==> config.mk <==
export PLATFORM = sky130hd
export DESIGN_NAME = fir_decim_buffer
export DESIGN_NICKNAME = d
export VERILOG_FILES = /design/src/rtl/fir_pkg.sv /design/src/rtl/sync_fifo.sv /design/src/rtl/fir_decim_buffer.sv
export SDC_FILE = /design/constraint.sdc
export NUM_CORES = 1
export LEC_CHECK = 0
export ABC_AREA = 1
export CORE_ASPECT_RATIO = 0.5
export CORE_MARGIN = 2
export CORE_UTILIZATION = 50
export DETAILED_ROUTE_END_ITERATION = 8
export PLACE_DENSITY = 0.88
export SLEW_MARGIN = 20
export SYNTH_ARGS = -nofsm -noshare
export SYNTH_HDL_FRONTEND = slang
export SYNTH_SLANG_ARGS = --single-unit
==> constraint.sdc <==
create_clock -name clk -period 2.2 [get_ports clk]
set_clock_uncertainty 0.15 [all_clocks]
set_input_delay 0.55 -clock clk [delete_from_list [all_inputs] [get_ports clk]]
set_output_delay 0.55 -clock clk [all_outputs]
set_load 0.02 [all_outputs]
==> src/rtl/fir_pkg.sv <==
// Constants and scaling helper shared by the 3-tap FIR stage and its decimating buffer.
package fir_pkg;

  localparam int unsigned FIR_IN_W  = 8;
  localparam int unsigned FIR_OUT_W = 16;
  localparam int unsigned SAMPLE_W  = 8;

  localparam logic signed [SAMPLE_W-1:0] SAT_MAX = {1'b0, {(SAMPLE_W-1){1'b1}}};
  localparam logic signed [SAMPLE_W-1:0] SAT_MIN = {1'b1, {(SAMPLE_W-1){1'b0}}};

  typedef struct packed {
    logic                       sat;
    logic signed [SAMPLE_W-1:0] value;
  } scaled_t;

  // Round half toward +inf, arithmetic shift, then clip to the sample range.
  function automatic scaled_t round_sat(input logic signed [FIR_OUT_W-1:0] value,
                                        input int unsigned               shift);
    logic signed [FIR_OUT_W:0] ext;
    logic signed [FIR_OUT_W:0] r;
    scaled_t                   res;
    ext = {value[FIR_OUT_W-1], value};
    if (shift != 0) begin
      ext = ext + ((FIR_OUT_W+1)'(1) << (shift - 1));
    end
    r         = ext >>> shift;
    res.sat   = 1'b0;
    res.value = r[SAMPLE_W-1:0];
    if (r > (FIR_OUT_W+1)'(SAT_MAX)) begin
      res.sat   = 1'b1;
      res.value = SAT_MAX;
    end else if (r < (FIR_OUT_W+1)'(SAT_MIN)) begin
      res.sat   = 1'b1;
      res.value = SAT_MIN;
    end
    return res;
  endfunction

endpackage

==> src/rtl/sync_fifo.sv <==
// First-word-fall-through synchronous FIFO; head entry is always presented on rdata.
module sync_fifo
  import fir_pkg::*;
#(
  parameter int unsigned WIDTH = SAMPLE_W,
  parameter int unsigned DEPTH = 4
) (
  input  logic                       clk,
  input  logic                       rst,
  input  logic                       push,
  input  logic [WIDTH-1:0]           wdata,
  input  logic                       pop,
  output logic [WIDTH-1:0]           rdata,
  output logic                       full,
  output logic                       empty,
  output logic [$clog2(DEPTH+1)-1:0] level
);

  localparam int unsigned AW    = (DEPTH > 1) ? $clog2(DEPTH) : 1;
  localparam int unsigned LVL_W = $clog2(DEPTH + 1);

  logic [WIDTH-1:0] mem_q [DEPTH];
  logic [WIDTH-1:0] mem_d [DEPTH];
  logic [AW-1:0]    wr_ptr_q, wr_ptr_d;
  logic [AW-1:0]    rd_ptr_q, rd_ptr_d;
  logic [LVL_W-1:0] level_q, level_d;
  logic             push_ok_c, pop_ok_c;

  assign full  = (level_q == LVL_W'(DEPTH));
  assign empty = (level_q == '0);
  assign level = level_q;
  assign rdata = mem_q[rd_ptr_q];

  // A push into a full FIFO only lands if a pop frees the head slot the same cycle.
  always_comb begin
    pop_ok_c  = pop && !empty;
    push_ok_c = push && (!full || pop_ok_c);
    mem_d     = mem_q;
    wr_ptr_d  = wr_ptr_q;
    rd_ptr_d  = rd_ptr_q;
    level_d   = level_q;
    if (push_ok_c) begin
      mem_d[wr_ptr_q] = wdata;
      wr_ptr_d        = wr_ptr_q + AW'(1);
    end
    if (pop_ok_c) begin
      rd_ptr_d = rd_ptr_q + AW'(1);
    end
    case ({push_ok_c, pop_ok_c})
      2'b10:   level_d = level_q + LVL_W'(1);
      2'b01:   level_d = level_q - LVL_W'(1);
      default: level_d = level_q;
    endcase
  end

  always_ff @(posedge clk or posedge rst) begin
    if (rst) begin
      for (int i = 0; i < DEPTH; i++) begin
        mem_q[i] <= '0;
      end
      wr_ptr_q <= '0;
      rd_ptr_q <= '0;
      level_q  <= '0;
    end else begin
      mem_q    <= mem_d;
      wr_ptr_q <= wr_ptr_d;
      rd_ptr_q <= rd_ptr_d;
      level_q  <= level_d;
    end
  end

endmodule

==> src/rtl/fir_decim_buffer.sv <==
// Rescales FIR output to sample width with rounding/saturation, decimates,
// and buffers surviving samples in a FWFT FIFO drained over valid/ready.
module fir_decim_buffer
  import fir_pkg::*;
#(
  parameter int unsigned IN_W  = FIR_OUT_W,
  parameter int unsigned OUT_W = SAMPLE_W,
  parameter int unsigned SHIFT = 2,
  parameter int unsigned DECIM = 2,
  parameter int unsigned DEPTH = 4
) (
  input  logic                       clk,
  input  logic                       rst,
  input  logic signed [IN_W-1:0]     in_sample,
  input  logic                       in_valid,
  output logic signed [OUT_W-1:0]    out_data,
  output logic                       out_valid,
  input  logic                       out_ready,
  output logic [$clog2(DEPTH+1)-1:0] level,
  output logic                       sat,
  output logic                       overflow,
  input  logic                       clear_ovf
);

  localparam int unsigned CALC_W = IN_W + 1;
  localparam int unsigned PH_W   = (DECIM > 1) ? $clog2(DECIM) : 1;
  localparam logic [PH_W-1:0]          PH_LAST = PH_W'(DECIM - 1);
  localparam logic [CALC_W-1:0]        RND     = (SHIFT == 0) ? '0 :
                                                 (CALC_W'(1) << ((SHIFT > 0) ? SHIFT - 1 : 0));
  localparam logic signed [CALC_W-1:0] LIM_HI  = CALC_W'((1 << (OUT_W - 1)) - 1);
  localparam logic signed [CALC_W-1:0] LIM_LO  = ~LIM_HI;

  logic [PH_W-1:0]          phase_q, phase_d;
  logic                     s1_valid_q, s1_valid_d;
  logic signed [OUT_W-1:0]  s1_data_q, s1_data_d;
  logic                     sat_q, sat_d;
  logic                     overflow_q, overflow_d;

  logic                     keep_c;
  logic                     clip_c;
  logic                     pop_c;
  logic signed [CALC_W-1:0] rounded_c;
  logic signed [OUT_W-1:0]  scaled_c;
  logic                     fifo_full;
  logic                     fifo_empty;
  logic [OUT_W-1:0]         fifo_head;

  // Round half toward +inf in IN_W+1 bits, then clip to the output range.
  always_comb begin
    rounded_c = (signed'({in_sample[IN_W-1], in_sample}) + signed'(RND)) >>> SHIFT;
    clip_c    = 1'b0;
    scaled_c  = rounded_c[OUT_W-1:0];
    if (rounded_c > LIM_HI) begin
      clip_c   = 1'b1;
      scaled_c = LIM_HI[OUT_W-1:0];
    end else if (rounded_c < LIM_LO) begin
      clip_c   = 1'b1;
      scaled_c = LIM_LO[OUT_W-1:0];
    end
  end

  always_comb begin
    keep_c     = in_valid && (phase_q == '0);
    pop_c      = !fifo_empty && out_ready;
    phase_d    = phase_q;
    s1_valid_d = keep_c;
    s1_data_d  = s1_data_q;
    sat_d      = keep_c && clip_c;
    overflow_d = overflow_q;
    if (in_valid) begin
      phase_d = (phase_q == PH_LAST) ? '0 : phase_q + PH_W'(1);
    end
    if (keep_c) begin
      s1_data_d = scaled_c;
    end
    // Setting wins over a same-cycle clear so no drop goes unreported.
    if (s1_valid_q && fifo_full && !pop_c) begin
      overflow_d = 1'b1;
    end else if (clear_ovf) begin
      overflow_d = 1'b0;
    end
  end

  always_ff @(posedge clk or posedge rst) begin
    if (rst) begin
      phase_q    <= '0;
      s1_valid_q <= 1'b0;
      s1_data_q  <= '0;
      sat_q      <= 1'b0;
      overflow_q <= 1'b0;
    end else begin
      phase_q    <= phase_d;
      s1_valid_q <= s1_valid_d;
      s1_data_q  <= s1_data_d;
      sat_q      <= sat_d;
      overflow_q <= overflow_d;
    end
  end

  sync_fifo #(
    .WIDTH (OUT_W),
    .DEPTH (DEPTH)
  ) u_fifo (
    .clk   (clk),
    .rst   (rst),
    .push  (s1_valid_q),
    .wdata (s1_data_q),
    .pop   (pop_c),
    .rdata (fifo_head),
    .full  (fifo_full),
    .empty (fifo_empty),
    .level (level)
  );

  assign out_valid = !fifo_empty;
  assign out_data  = out_valid ? signed'(fifo_head) : '0;
  assign sat       = sat_q;
  assign overflow  = overflow_q;

endmodule
==> Yosys cells after proc, flatten, opt, wreduce, memory -nomap -nowiden <==
Index checks and enable logic that the tools add are counted.
{ "op_classes": {"reduce_logical": 15, "multipliers": 0, "n_eq_ne": 3, "n_shift": 0, "n_addsub": 6, "magnitude_cmp": 5, "n_bitwise": 3, "n_mux": 15, "div_mod_pow": 0} }
{ "ops": {"columns": ["op", "count"], "rows": [
  ["8-bit two-way mux", 6],
  ["32-bit bitwise mux", 1],
  ["16-bit by 3-bit adder with 17-bit output, second input constant", 1],
  ["8-bit binary-select mux with 2-bit select", 1],
  ["8-bit demux with 2-bit select", 1],
  ["15-bit by 8-bit > comparator with 1-bit output, second input constant", 1],
  ["15-bit by 8-bit < comparator with 1-bit output, second input constant", 1],
  ["1-bit logical AND", 8],
  ["3-bit >= comparator, second input constant", 2],
  ["2-bit inverter with 3-bit output", 2],
  ["3-bit one-hot mux with 2 select lines", 1],
  ["1-bit two-way mux", 5],
  ["2-bit by 1-bit adder with 2-bit output, second input constant", 2],
  ["2-bit nonzero test", 2],
  ["3-bit by 1-bit adder with 3-bit output, second input constant", 1],
  ["3-bit equality test, second input constant", 1],
  ["1-bit logical NOT", 3],
  ["3-bit logical NOT", 1],
  ["3-bit by 1-bit < comparator with 1-bit output, second input constant", 1],
  ["3-bit by 1-bit subtractor with 3-bit output, second input constant", 1],
  ["2-bit by 1-bit equality test with 1-bit output, second input constant", 1],
  ["2-bit equality test, second input constant", 1],
  ["1-bit adder, second input constant", 1],
  ["1-bit logical OR", 1],
  ["1-bit inverter", 1]
]} }
{ "word_totals": {"mem_bits_rw": 0, "mem_bits_ro": 0, "mem_count": 0, "input_bits": 21, "elab_cells": 59, "out_inout_bits": 14, "latchBits": 0, "ff_bits": 51} }

==> Longest topological paths before layout <==
Gate-level depths: netlist of run 1.
{ "logic_depth": {"depth_word": 8, "depth_mapped": 14, "mapped_depth_nobuf": 14} }

==> By module <==
From an unflattened synthesis of run 1, not the netlist that was laid out.
{ "hier_totals": {"hier_cells": 406, "area_unflattened_um2": 3089.2} }
{ "by_module_without_submodules": {"columns": ["module", "n_inst", "cells_each", "area_per_inst_um2"], "rows": [
  ["sync_fifo", 1, 237, 2047.0],
  ["fir_decim_buffer", 1, 169, 1042.2]
]} }

==> Worst setup path after synthesis of run 1 <==
No wires, ideal clock.
{ "synth_timing": {"kind": "reg2reg", "startpoint": "reg u_fifo.level_q[0] (netlist: u_fifo.level[0])", "endpoint": "reg u_fifo.level_q[2] (netlist: u_fifo.level[2])", "n_path_buf": 0, "slack_ns": -0.217, "stages_incl_launch_ff": 11, "arrival_ns": 2.137, "synth_period_minus_slack_ns": 2.417, "cell_sequence": "dfrtp_1 -> nor2_1 -> nand2_1 -> clkinv_1 -> nor2_1 -> ha_1 -> inv_1 -> fa_1 -> a21oi_1 -> o21ai_0 -> xor2_1"} }
{ "synth_between": {"elab_chain_len": 8, "elab_cells_between_ends": 14} }
{ "synth_rtl": {"columns": ["item", "line", "rtl"], "rows": [
  ["start, declared", "sync_fifo.sv:26", "logic [LVL_W-1:0] level_q, level_d;"],
  ["start signal, assigned", "sync_fifo.sv:68", "level_q <= level_d;"],
  ["3-bit logical NOT (*)", "sync_fifo.sv:30", "assign empty = (level_q == '0);"],
  ["1-bit logical NOT (*)", null, null],
  ["named net out_valid", "fir_decim_buffer.sv:17", "output logic out_valid,"],
  ["1-bit logical AND", "fir_decim_buffer.sv:64", "pop_c = !fifo_empty && out_ready;"],
  ["1-bit logical AND (*)", "sync_fifo.sv:36", "pop_ok_c = pop && !empty;"],
  ["named net u_fifo.pop_ok_c", "sync_fifo.sv:27", "logic push_ok_c, pop_ok_c;"],
  ["1-bit logical OR", "sync_fifo.sv:37", "push_ok_c = push && (!full || pop_ok_c);"],
  ["1-bit logical AND", "sync_fifo.sv:37", null],
  ["2-bit by 1-bit equality test with 1-bit output or 2-bit equality test (tied branches)", "sync_fifo.sv:49", "case ({push_ok_c, pop_ok_c})"],
  ["3-bit one-hot mux with 2 select lines or 2-bit nonzero test (tied branches)", null, null]
]} }
Mark *: on every way through the listed nets, which the timed path passes. The rest lies on a longest branch.
A chain may end at the register's enable or synchronous reset.

==> Worst setup path after layout of run 1 <==
{ "layout_timing": {"startpoint": "reg u_fifo.rd_ptr_q[0]", "endpoint": "out out_data[4]"} }
{ "layout_between": {"elab_chain_len": 5} }
{ "layout_rtl": {"columns": ["item", "line", "rtl"], "rows": [
  ["start, declared", "sync_fifo.sv:25", "logic [AW-1:0] rd_ptr_q, rd_ptr_d;"],
  ["start signal, assigned", "sync_fifo.sv:67", "rd_ptr_q <= rd_ptr_d;"],
  ["2-bit inverter with 3-bit output (implied by the code)", "sync_fifo.sv:32", "assign rdata = mem_q[rd_ptr_q];"],
  ["8-bit binary-select mux with 2-bit select", "sync_fifo.sv:32", null],
  ["8-bit two-way mux (implied by the code) (2 in series)", "sync_fifo.sv:32", null],
  ["8-bit two-way mux", "fir_decim_buffer.sv:116", "assign out_data = out_valid ? signed'(fifo_head) : '0;"],
  ["end, declared", "fir_decim_buffer.sv:16", "output logic signed [OUT_W-1:0] out_data,"]
]} }
No other way between the ends. The select of a mux whose other input is x is not followed.

==> impl_metrics.toml, run 1 <==
[clock_network]
numClockSinks = 51
cts-root-buf = "clkbuf_16"
cts_hold_buffers = 0
cts_max_level = 2
cts_buffer_depth = 2
clock_latency_ns = 0.29
cts-buffers-inserted = 5
cts_tree = "done"
clkTransAtPathRegs_ns = 0.07

[grt]
antenna_found_initial = 0
grt_max_degree = 20
grt_use_total_pct = 24.4
grt_pass1_wl_um = 11700
grt_pass1_vias = 2504
grt_overflow = 0

[critical_path]
worst-setup-path-type = "register to primary output"
worstSetupStartpointType = "register"
reg2regPathDepth = 10
critPathTopFamily = "buffers and inverters"
cp.arrival_ns = 1.55
slowest_stage = "dfrtp_2"
worstReg2RegEnd = "u_fifo.level[2]"
cp.required_ns = 1.50
cpMostUsedCell = "buf_4"
crit_chain = "buf_4, inv_1, o21ai_1, a21oi_1, buf_4"
r2r_start = "u_fifo.level[2]"
slowest_delay_ns = 0.44
startpoint = "u_fifo.rd_ptr_q[0]"
critical_path.max_fanout = 6
cp-end-kind = "primary output"
critical_path_buf_inv_count = 3
reg2reg_slack_ns = 0.09

[timing]
worst_slew_pin_slew_ns = 0.475
finalWorstPathRequiredPeriod_ns = 2.25
drv_slew = 0
setup_viol = 2
layout_setup_ws_ns = -0.0489
hold_viol_final = 0
rsz0062_at_grt = "true"
fmax_mhz = 445
fin_crit_sh_pct = 102
tns_ns = -0.0546
hold_slack_ns = 0.354
slew_headroom_pct = 68.3

[place]
portBuffers = 33
placed_area_um2 = 3590
dp.cells = 484
dpl.hpwl_um = 4880
place_congestion = 0.842

[final_layout]
stdcell_count = 496
layout-drive-gt1-share_pct = 29.8
fin_nets = 450
fin_area_um2 = 3860
antenna_cells = 0
fillers = 382
area_growth_pct = 36.7

[hold_path]
hold_start = "u_fifo.mem_q[26]"
hp-class = "register to register"
min_path_cells = 1
hold_path_end = "u_fifo.mem_q[26]"

[route]
route.detailed.wl_per_inst_um = 14.3
ant_nets = 0
viasPerCell = 5.13
first_pass_iters = 4
drtIter0Drc = 194
wl_um = 7090
drc = 0
vias = 2544

[synth]
syn_avg_cell_area_um2 = 8.23
ys_seq_area_share_pct = 45.2
yosys_warnings = 0
synth_area_um2 = 2820
synth-edff-count = 0
ys_types = 27
ys_ff_latch = 51
synth_flop_cell = "dfrtp_1"
synthCells = 343
async_reset_ff_share_pct = 100
syn_nets = 371

[outcome]
status = "complete, but fails checks"
violations = "setup timing"

[die]
rows = 19
die_h_um = 57.1
core_um2 = 5470
start_util_pct = 51.6
dieArea_um2 = 6300
io_pins = 35
die_w_um = 110

[pwr]
p_leak_nw = 1.91
pwr_density_cell_nw_per_um2 = 1180
total_power_mw = 4.55
vdd_drop_max_mv = 0.665

[flow_run]
maxCapViolCount = 0
## power breakdown
part           internal, mW  switching (mW)  leakage, nW
Sequential             1.34           0.258        0.619
Clock                 0.425           0.345       0.0742
Combinational         0.975            1.21         1.22
Total                  2.74            1.81         1.91
## per-layer routing
| layer | global-route usage [%] | wire (µm) | vias to the layer above |
|---|---|---|---|
| li1 | - | - | 1254 |
| met1 | 30.8 | 2950 | 1195 |
| met2 | 43.9 | 3610 | 78 |
| met3 | 3.20 | 359 | 17 |
| met4 | 8.04 | 168 | 0 |
| met5 | 0 | 0 | - |
## Yosys cell counts (all sizes together) (6+ instances only)
cell,instances,share of area [%]
clkbuf,6,0.80
ha,6,2.7
nand3,8,1.6
inv,42,5.6
o21ai,31,5.5
xor2,10,3.1
nor2,26,4.7
dfrtp,51,45
nand4,6,1.3
nand2,104,15
a21oi,22,3.9
mux2,15,6.0
## logic make-up after synthesis
family | count (synthesis) | share of synthesized area (%)
AOI/OAI and AO/OA | 59 | 10.9
buffers and inverters | 51 | 6.87
adders and majority gates | 7 | 3.37
xor gates and xnor gates | 11 | 3.41
muxes | 15 | 5.98
and+or+nand+nor | 149 | 24.2
DFF | 51 | 45.2
## cell usage in the layout, fill, tap and decap left out, types with 2 or more instances in the layout
cell type / count
clkinv_2: 2
nand2_2: 10
a21oi_1: 21
nor2_1: 9
dfrtp_1: 46
nand3_2: 2
clkbuf_16: 5
nor2_4: 8
dlygate4sd2_1: 4
o211ai_1: 5
dfrtp_2: 5
nand4_1: 6
buf_4: 50
inv_1: 39
nor2_2: 9
clkdlybuf4s50_1: 13
inv_2: 3
o21ai_0: 26
nand3b_1: 3
xor2_1: 10
nand2_4: 6
o21ai_1: 5
dlymetal6s2s_1: 8
buf_12: 4
ha_1: 5
mux2_2: 15
nand3_1: 6
nand2_1: 88
## sequential cells by signal (all words and copies together), names as in the netlist
name and flops:
s1_data_q 8, phase_q 1, overflow 1, u_fifo.level 3
u_fifo.wr_ptr_q 2, u_fifo.rd_ptr_q 2, sat 1, u_fifo.mem_q 32
s1_valid_q 1
## how the worst max path moves through the flow
stage,end,slack (ns),cells after the start
2_1_floorplan,u_fifo.level[2],0.01,10
3_3_place_gp,s1_data_q[2],-0.29,13
3_5_place_dp,s1_data_q[5],-0.36,13
4_1_cts,u_fifo.level[2],-0.03,9
5_1_grt,out_data[4],-0.09,5
6_report,out_data[4],-0.05,5
## stage by stage
step / utilization, % / worst slack (ns)
global placement: 65.7 / -0.287
CTS: 68.4 / -0.0258
global route: 70.6 / -0.0881
floorplan: - / 0.0141
detailed placement: 65.7 / -0.362
finish: 70.6 / -0.0489
## worst reg2reg max path, delay by kind of cell (launching register included)
family                   cells  cell delay (ns)
AO/OA/AOI/OAI                2             0.24
XOR/XNOR                     1             0.15
adder cells (fa/ha/maj)      2             0.53
buffers and inverters        3             0.30
flip-flops                   1             0.36
AND/OR/NAND/NOR              2             0.27
## what timing repair did
item | CTS | global route
pin swaps | 6 | 9
setup endpoints to repair | 17 | 16
gates cloned | 0 | 0
endpoints found under the hold margin | 0 | 0
resized for setup | 46 | 40
setup buffers | 3 | 1
## final cells by class
type | count | area, µm² | share of cell area (%)
Inverter | 43 | 163 | 4.21
Clock buffer | 5 | 125 | 3.24
Sequential cell | 51 | 1280 | 33.2
Timing Repair Buffer | 80 | 726 | 18.8
Multi-Input combinational cell | 241 | 1450 | 37.6
Tap cell | 73 | 91.3 | 2.37
Clock inverter | 3 | 22.5 | 0.583
Note: power is estimated with default switching activity, not from simulation.
==> run 2, diff against run 1 <==
--- a/config.mk
+++ b/config.mk
@@ -15,3 +15,4 @@
 export SYNTH_ARGS = -nofsm -noshare
 export SYNTH_HDL_FRONTEND = slang
 export SYNTH_SLANG_ARGS = --single-unit
+export TNS_END_PERCENT = 5
==> run 2 against run 1 <==
Compared with the run above: the flow still finishes with violations (setup timing); final area fell by 0.94%; first-iteration DRC count rose by 2.6%; combinational power barely moved; setup slack improved by 0.015 ns; sequential share of layout area rose by 0.32 points; critical path depth did not move; die area did not move; global-route usage fell by 0.20 points; worst hold slack got worse by 0.0012 ns; clock power barely moved; flip-flop and latch count did not move.
==> impl_metrics.toml, run 2 (synthesized netlist as in run 1, its figures left out) <==
[place]
dpl.hpwl_um = 4880
portBuffers = 33
place_congestion = 0.842
placed_area_um2 = 3590

[hold_path]
hp-class = "register to register"
min_path_cells = 1

[clock_network]
cts_max_level = 2
cts-root-buf = "clkbuf_16"
cts-buffers-inserted = 5
cts_tree = "done"
numClockSinks = 51
cts_hold_buffers = 0
clock_latency_ns = 0.29
clkTransAtPathRegs_ns = 0.07
cts_buffer_depth = 2

[critical_path]
worst-setup-path-type = "register to primary output"
cp.depth = 5
cp.arrival_ns = 1.53
worstSetupStartpointType = "register"
cp-end-kind = "primary output"
slowest_delay_ns = 0.46
cpMostUsedCell = "a21oi_1"
slowest_stage = "dfrtp_2"
critical_path_buf_inv_count = 2
cp.required_ns = 1.50
critPathTopFamily = "flip-flops"
reg2regPathDepth = 10
crit_chain = "buf_6, a21oi_1, o21ai_1, a21oi_1, buf_4"
critical_path.max_fanout = 13

[final_layout]
largest_register_ffs = 32
fin_nets = 448
mostFrequentLayoutCells = "nand2_1, dfrtp_1, buf_4, inv_1, o21ai_0"
largest_register = "u_fifo.mem_q"
antenna_cells = 0
layout_commonest_cell = "nand2_1"
layout-drive-gt1-share_pct = 28.7
fillers = 388
area_growth_pct = 35.4
utilization_pct = 70.0
fin_area_um2 = 3820

[route]
drc = 0
drtIter0Drc = 199
ant_nets = 0
route.detailed.wl_per_inst_um = 13.9
viasPerCell = 5.11
wl_um = 6860
first_pass_iters = 5
vias = 2526

[pwr]
vdd_drop_max_mv = 0.665
p_leak_nw = 1.87
pwr_density_cell_nw_per_um2 = 1180

[grt]
grt_overflow = 0
grt_pass1_vias = 2479
grt_max_degree = 20
grt_use_total_pct = 24.2
grt_pass1_wl_um = 11600
antenna_found_initial = 0

[die]
io_pins = 35
die_h_um = 57.1
core_um2 = 5470
start_util_pct = 51.6
rows = 19
die_w_um = 110
dieArea_um2 = 6300

[outcome]
violations = "setup timing"
status = "complete, but fails checks"

[flow_run]
maxCapViolCount = 0

[timing]
worst_slew_pin_slew_ns = 0.475
fin_crit_sh_pct = 102
drv_slew = 0
setup_viol = 1
finalWorstPathRequiredPeriod_ns = 2.23
slew_headroom_pct = 68.3
rsz0062_at_grt = "true"
hold_viol_final = 0
fmax_mhz = 448
layout_setup_ws_ns = -0.0337
run 2: changes by cell type in the layout (fill, tap and decap cells not counted), moves of 2 or more:
cell and delta:
nand2_4 -3, nand2_1 +2, nor2_4 -2, o21ai_1 -2, nor2_1 +3, buf_4 -5, clkdlybuf4s50_1 +4, buf_6 +2
dlygate4sd2_1 -3, o21ai_0 +2
run 2: worst paths after layout:
check / from / endpoint / slack (ns)
worst max-delay path: u_fifo.rd_ptr_q[0] / out_data[4] / -0.03
worst min-delay path: u_fifo.mem_q[26] / u_fifo.mem_q[26] / 0.35
worst max register to register: u_fifo.level[1] / u_fifo.level[2] / 0.07
worst min register to register: u_fifo.mem_q[26] / u_fifo.mem_q[26] / 0.35
max in group asynchronous: rst / u_fifo.mem_q[30] / 0.99
min in group asynchronous: rst / u_fifo.wr_ptr_q[0] / 0.45
run 2: where the power goes:
part | leakage, nW | total [mW] | internal, mW | switching, mW
logic | 1.18 | 2.15 | 0.959 | 1.19
clock network | 0.0742 | 0.772 | 0.425 | 0.347
registers | 0.619 | 1.60 | 1.34 | 0.260
run 2: through the flow:
| stage | hold WS [ns] | cells | setup slack, ns | total power [mW] | setup TNS [ns] |
|---|---|---|---|---|---|
| 2_1_floorplan | 0.311 | 343 | 0.0141 | 2.76 | 0 |
| 6_report | 0.353 | 494 | -0.0337 | 4.52 | -0.0337 |
| 3_5_place_dp | 0.340 | 484 | -0.362 | 3.71 | -5.35 |
| 4_1_cts | 0.356 | 492 | -0.0533 | 4.43 | -0.192 |
| 3_3_place_gp | 0.334 | 484 | -0.287 | 3.57 | -4.19 |
| 5_1_grt | 0.373 | 494 | -0.0873 | 4.80 | -0.660 |
run 2: area by class of cell:
type / instances / area (µm²) / share of cell area [%]
clock buffer: 5 / 125 / 3.27
clock inverter: 3 / 22.5 / 0.589
timing repair buffer: 78 / 717 / 18.7
multi-input combinational: 241 / 1420 / 37.2
inverter: 43 / 163 / 4.25
sequential: 51 / 1280 / 33.5
tap: 73 / 91.3 / 2.39
run 2: metal layers:
layer	part of all wire, %	wire, µm	vias up	track usage (%)
met5	0	0	-	0
met4	1.9	127	0	8.04
met3	4.6	313	12	3.20
met2	51	3490	63	43.1
met1	43	2930	1198	30.9
li1	-	-	1253	-
run 2: timing repair:
| item | 4_1_cts | 5_1_grt |
|---|---|---|
| gates resized for setup | 40 | 34 |
| buffers inserted | 0 | 2 |
| endpoints found under the setup margin | 17 | 17 |
| pin swaps | 0 | 10 |
==> run 3, diff against run 2 <==
--- a/config.mk
+++ b/config.mk
@@ -6,7 +6,7 @@
 export NUM_CORES = 1
 export LEC_CHECK = 0
 export ABC_AREA = 1
-export CORE_ASPECT_RATIO = 0.5
+export CORE_ASPECT_RATIO = 0.7
 export CORE_MARGIN = 2
 export CORE_UTILIZATION = 50
 export DETAILED_ROUTE_END_ITERATION = 8
==> run 3 against run 2 <==
Compared with the run above: the run still ends with setup timing left; global-route usage decreased by 1.7 points; die area fell by 0.43%; worst hold slack improved by 0.0076 ns; non-clock buffer count increased by 2; count of clock-buffer cells in the layout is 1 higher; clock power decreased by 29%; flip-flop and latch count did not move; critical endpoint is now out_data[1]; largest power group unchanged.
==> impl_metrics.toml, run 3 (synthesized netlist as in run 1, its figures left out) <==
[outcome]
status = "complete, but fails checks"
violations = "setup timing"

[grt]
grt_pass1_vias = 2439
grt_pass1_wl_um = 10900
grt_use_total_pct = 22.5
antenna_found_initial = 0
grt_max_degree = 52
grt_overflow = 0

[critical_path]
cp.arrival_ns = 1.50
slowest_stage = "dfrtp_1"
r2r_start = "u_fifo.level[2]"
slowest_delay_ns = 0.43
worstSetupStartpointType = "register"
cp.required_ns = 1.50
startpoint = "u_fifo.rd_ptr_q[0]"
worst-setup-path-type = "register to primary output"
cpMostUsedCell = "a21oi_1"
crit_chain = "buf_12, a21oi_1, o21ai_0, a21oi_1, buf_4"
cp-end-kind = "primary output"
critical_path.max_fanout = 20

[final_layout]
stdcell_count = 494
fin_area_um2 = 3760
fin_nets = 450
multiInputGateArea_um2 = 1430
ff_latch_area_um2 = 1280
layout_commonest_cell = "nand2_1"
fillers = 393
area_growth_pct = 33.3
mostFrequentLayoutCells = "nand2_1, buf_4, dfrtp_1, inv_1, o21ai_0"
largest_register = "u_fifo.mem_q"
largest_register_ffs = 32
antenna_cells = 0
layout-drive-gt1-share_pct = 29.4

[clock_network]
cts-buffers-inserted = 5
clock_latency_ns = 0.30
cts-root-buf = "clkbuf_8"
cts_buffer_depth = 2
numClockSinks = 51
cts_max_level = 2
cts_tree = "done"
clkTransAtPathRegs_ns = 0.09

[die]
core_um2 = 5340
start_util_pct = 52.9
die_w_um = 93.8
rows = 22
io_pins = 35
dieArea_um2 = 6270
die_h_um = 66.9

[pwr]
combPwrFrac_pct = 51.1
pwr_density_cell_nw_per_um2 = 1140
clkPwrFrac_pct = 12.7
swShare_pct = 39.9
p_sw_mw = 1.72
internal-power_mw = 2.58
pwr-share-seq_pct = 36.2
p_leak_nw = 1.85
vdd_drop_max_mv = 0.475

[timing]
drv_slew = 0
layout_setup_ws_ns = -0.000641
slew_headroom_pct = 78.4
hold_slack_ns = 0.361
fmax_mhz = 454
rsz0062_at_grt = "true"
setup_viol = 1
hold_viol_final = 0
worst_slew_pin_slew_ns = 0.323
finalWorstPathRequiredPeriod_ns = 2.20
tns_ns = -0.000641
fin_crit_sh_pct = 100

[place]
placed_area_um2 = 3580
portBuffers = 33
place_congestion = 0.832
dpl.hpwl_um = 4950
dp.cells = 485

[route]
vias = 2569
viasPerCell = 5.20
drc = 0
drtIter0Drc = 176
first_pass_iters = 5
ant_nets = 0
route.detailed.wl_per_inst_um = 13.7
wl_um = 6760

[flow_run]
maxCapViolCount = 0

[hold_path]
hp-class = "register to register"
hold_start = "u_fifo.mem_q[25]"
==> run 3: cell types whose count changed in the layout (fill, tap and decap cells not counted), sizes merged <==
cell / before / now
buf: 53 / 55
inv: 43 / 42
clkinv: 3 / 2
clkbuf: 5 / 6
dlygate4sd2: 1 / 0
dlymetal6s2s: 7 / 8
==> run 3: cell type report <==
type	instances	share of cell area, %
Multi-Input combinational cell	241	38.0
Sequential cell	51	34.0
Timing Repair Buffer	80	18.9
Inverter	43	4.39
Tap cell	72	2.39
Clock buffer	6	2.19
Clock inverter	1	0.133
==> run 3: worst paths after layout <==
path	endpoint	slack, ns	cells after the start
max	out_data[1]	-0.0006	5
min	u_fifo.mem_q[25]	0.36	1
max reg2reg	u_fifo.level[2]	0.17	10
min reg2reg	u_fifo.mem_q[25]	0.36	1
max in group asynchronous	s1_data_q[2]	1.22	3
min in group asynchronous	u_fifo.level[0]	0.45	3
==> run 3: power by group through the flow <==
stage | clock network [mW] | registers [mW] | logic, mW
2_1_floorplan | 0 | 1.54 | 1.21
3_3_place_gp | 0 | 1.54 | 2.03
3_5_place_dp | 0 | 1.56 | 2.12
4_1_cts | 0.551 | 1.55 | 2.04
5_1_grt | 0.593 | 1.60 | 2.41
6_report | 0.545 | 1.56 | 2.20
==> run 3: per-stage QoR <==
step | utilization (%) | setup WS [ns] | total power, mW
3_3_place_gp | 67.1 | -0.324 | 3.57
5_1_grt | 70.5 | -0.103 | 4.61
6_report | 70.5 | -0.000641 | 4.30
3_5_place_dp | 67.1 | -0.358 | 3.68
2_1_floorplan | - | 0.0141 | 2.76
4_1_cts | 68.3 | -0.0521 | 4.14
==> run 3: worst max-delay path: cells and delay by family, from the launching register on <==
| family | cells | cell delay (ns) |
|---|---|---|
| buf+inv | 2 | 0.34 |
| compound gates | 3 | 0.41 |
| flops | 1 | 0.43 |
==> run 3: metal layers <==
metal | vias to the layer above | wire length [µm] | global-route usage, %
met2 | 78 | 3190 | 38.0
met1 | 1230 | 3120 | 30.1
met4 | 0 | 38 | 5.07
met5 | - | 0 | 0
li1 | 1257 | - | -
met3 | 4 | 411 | 4.64
==> run 3: timing repair <==
action                                  in CTS  in global routing
gates resized for setup                     36                 46
setup buffers                                0                  2
pin swaps                                    1                 11
hold buffers                                 0                  0
endpoints found under the setup margin      15                 18
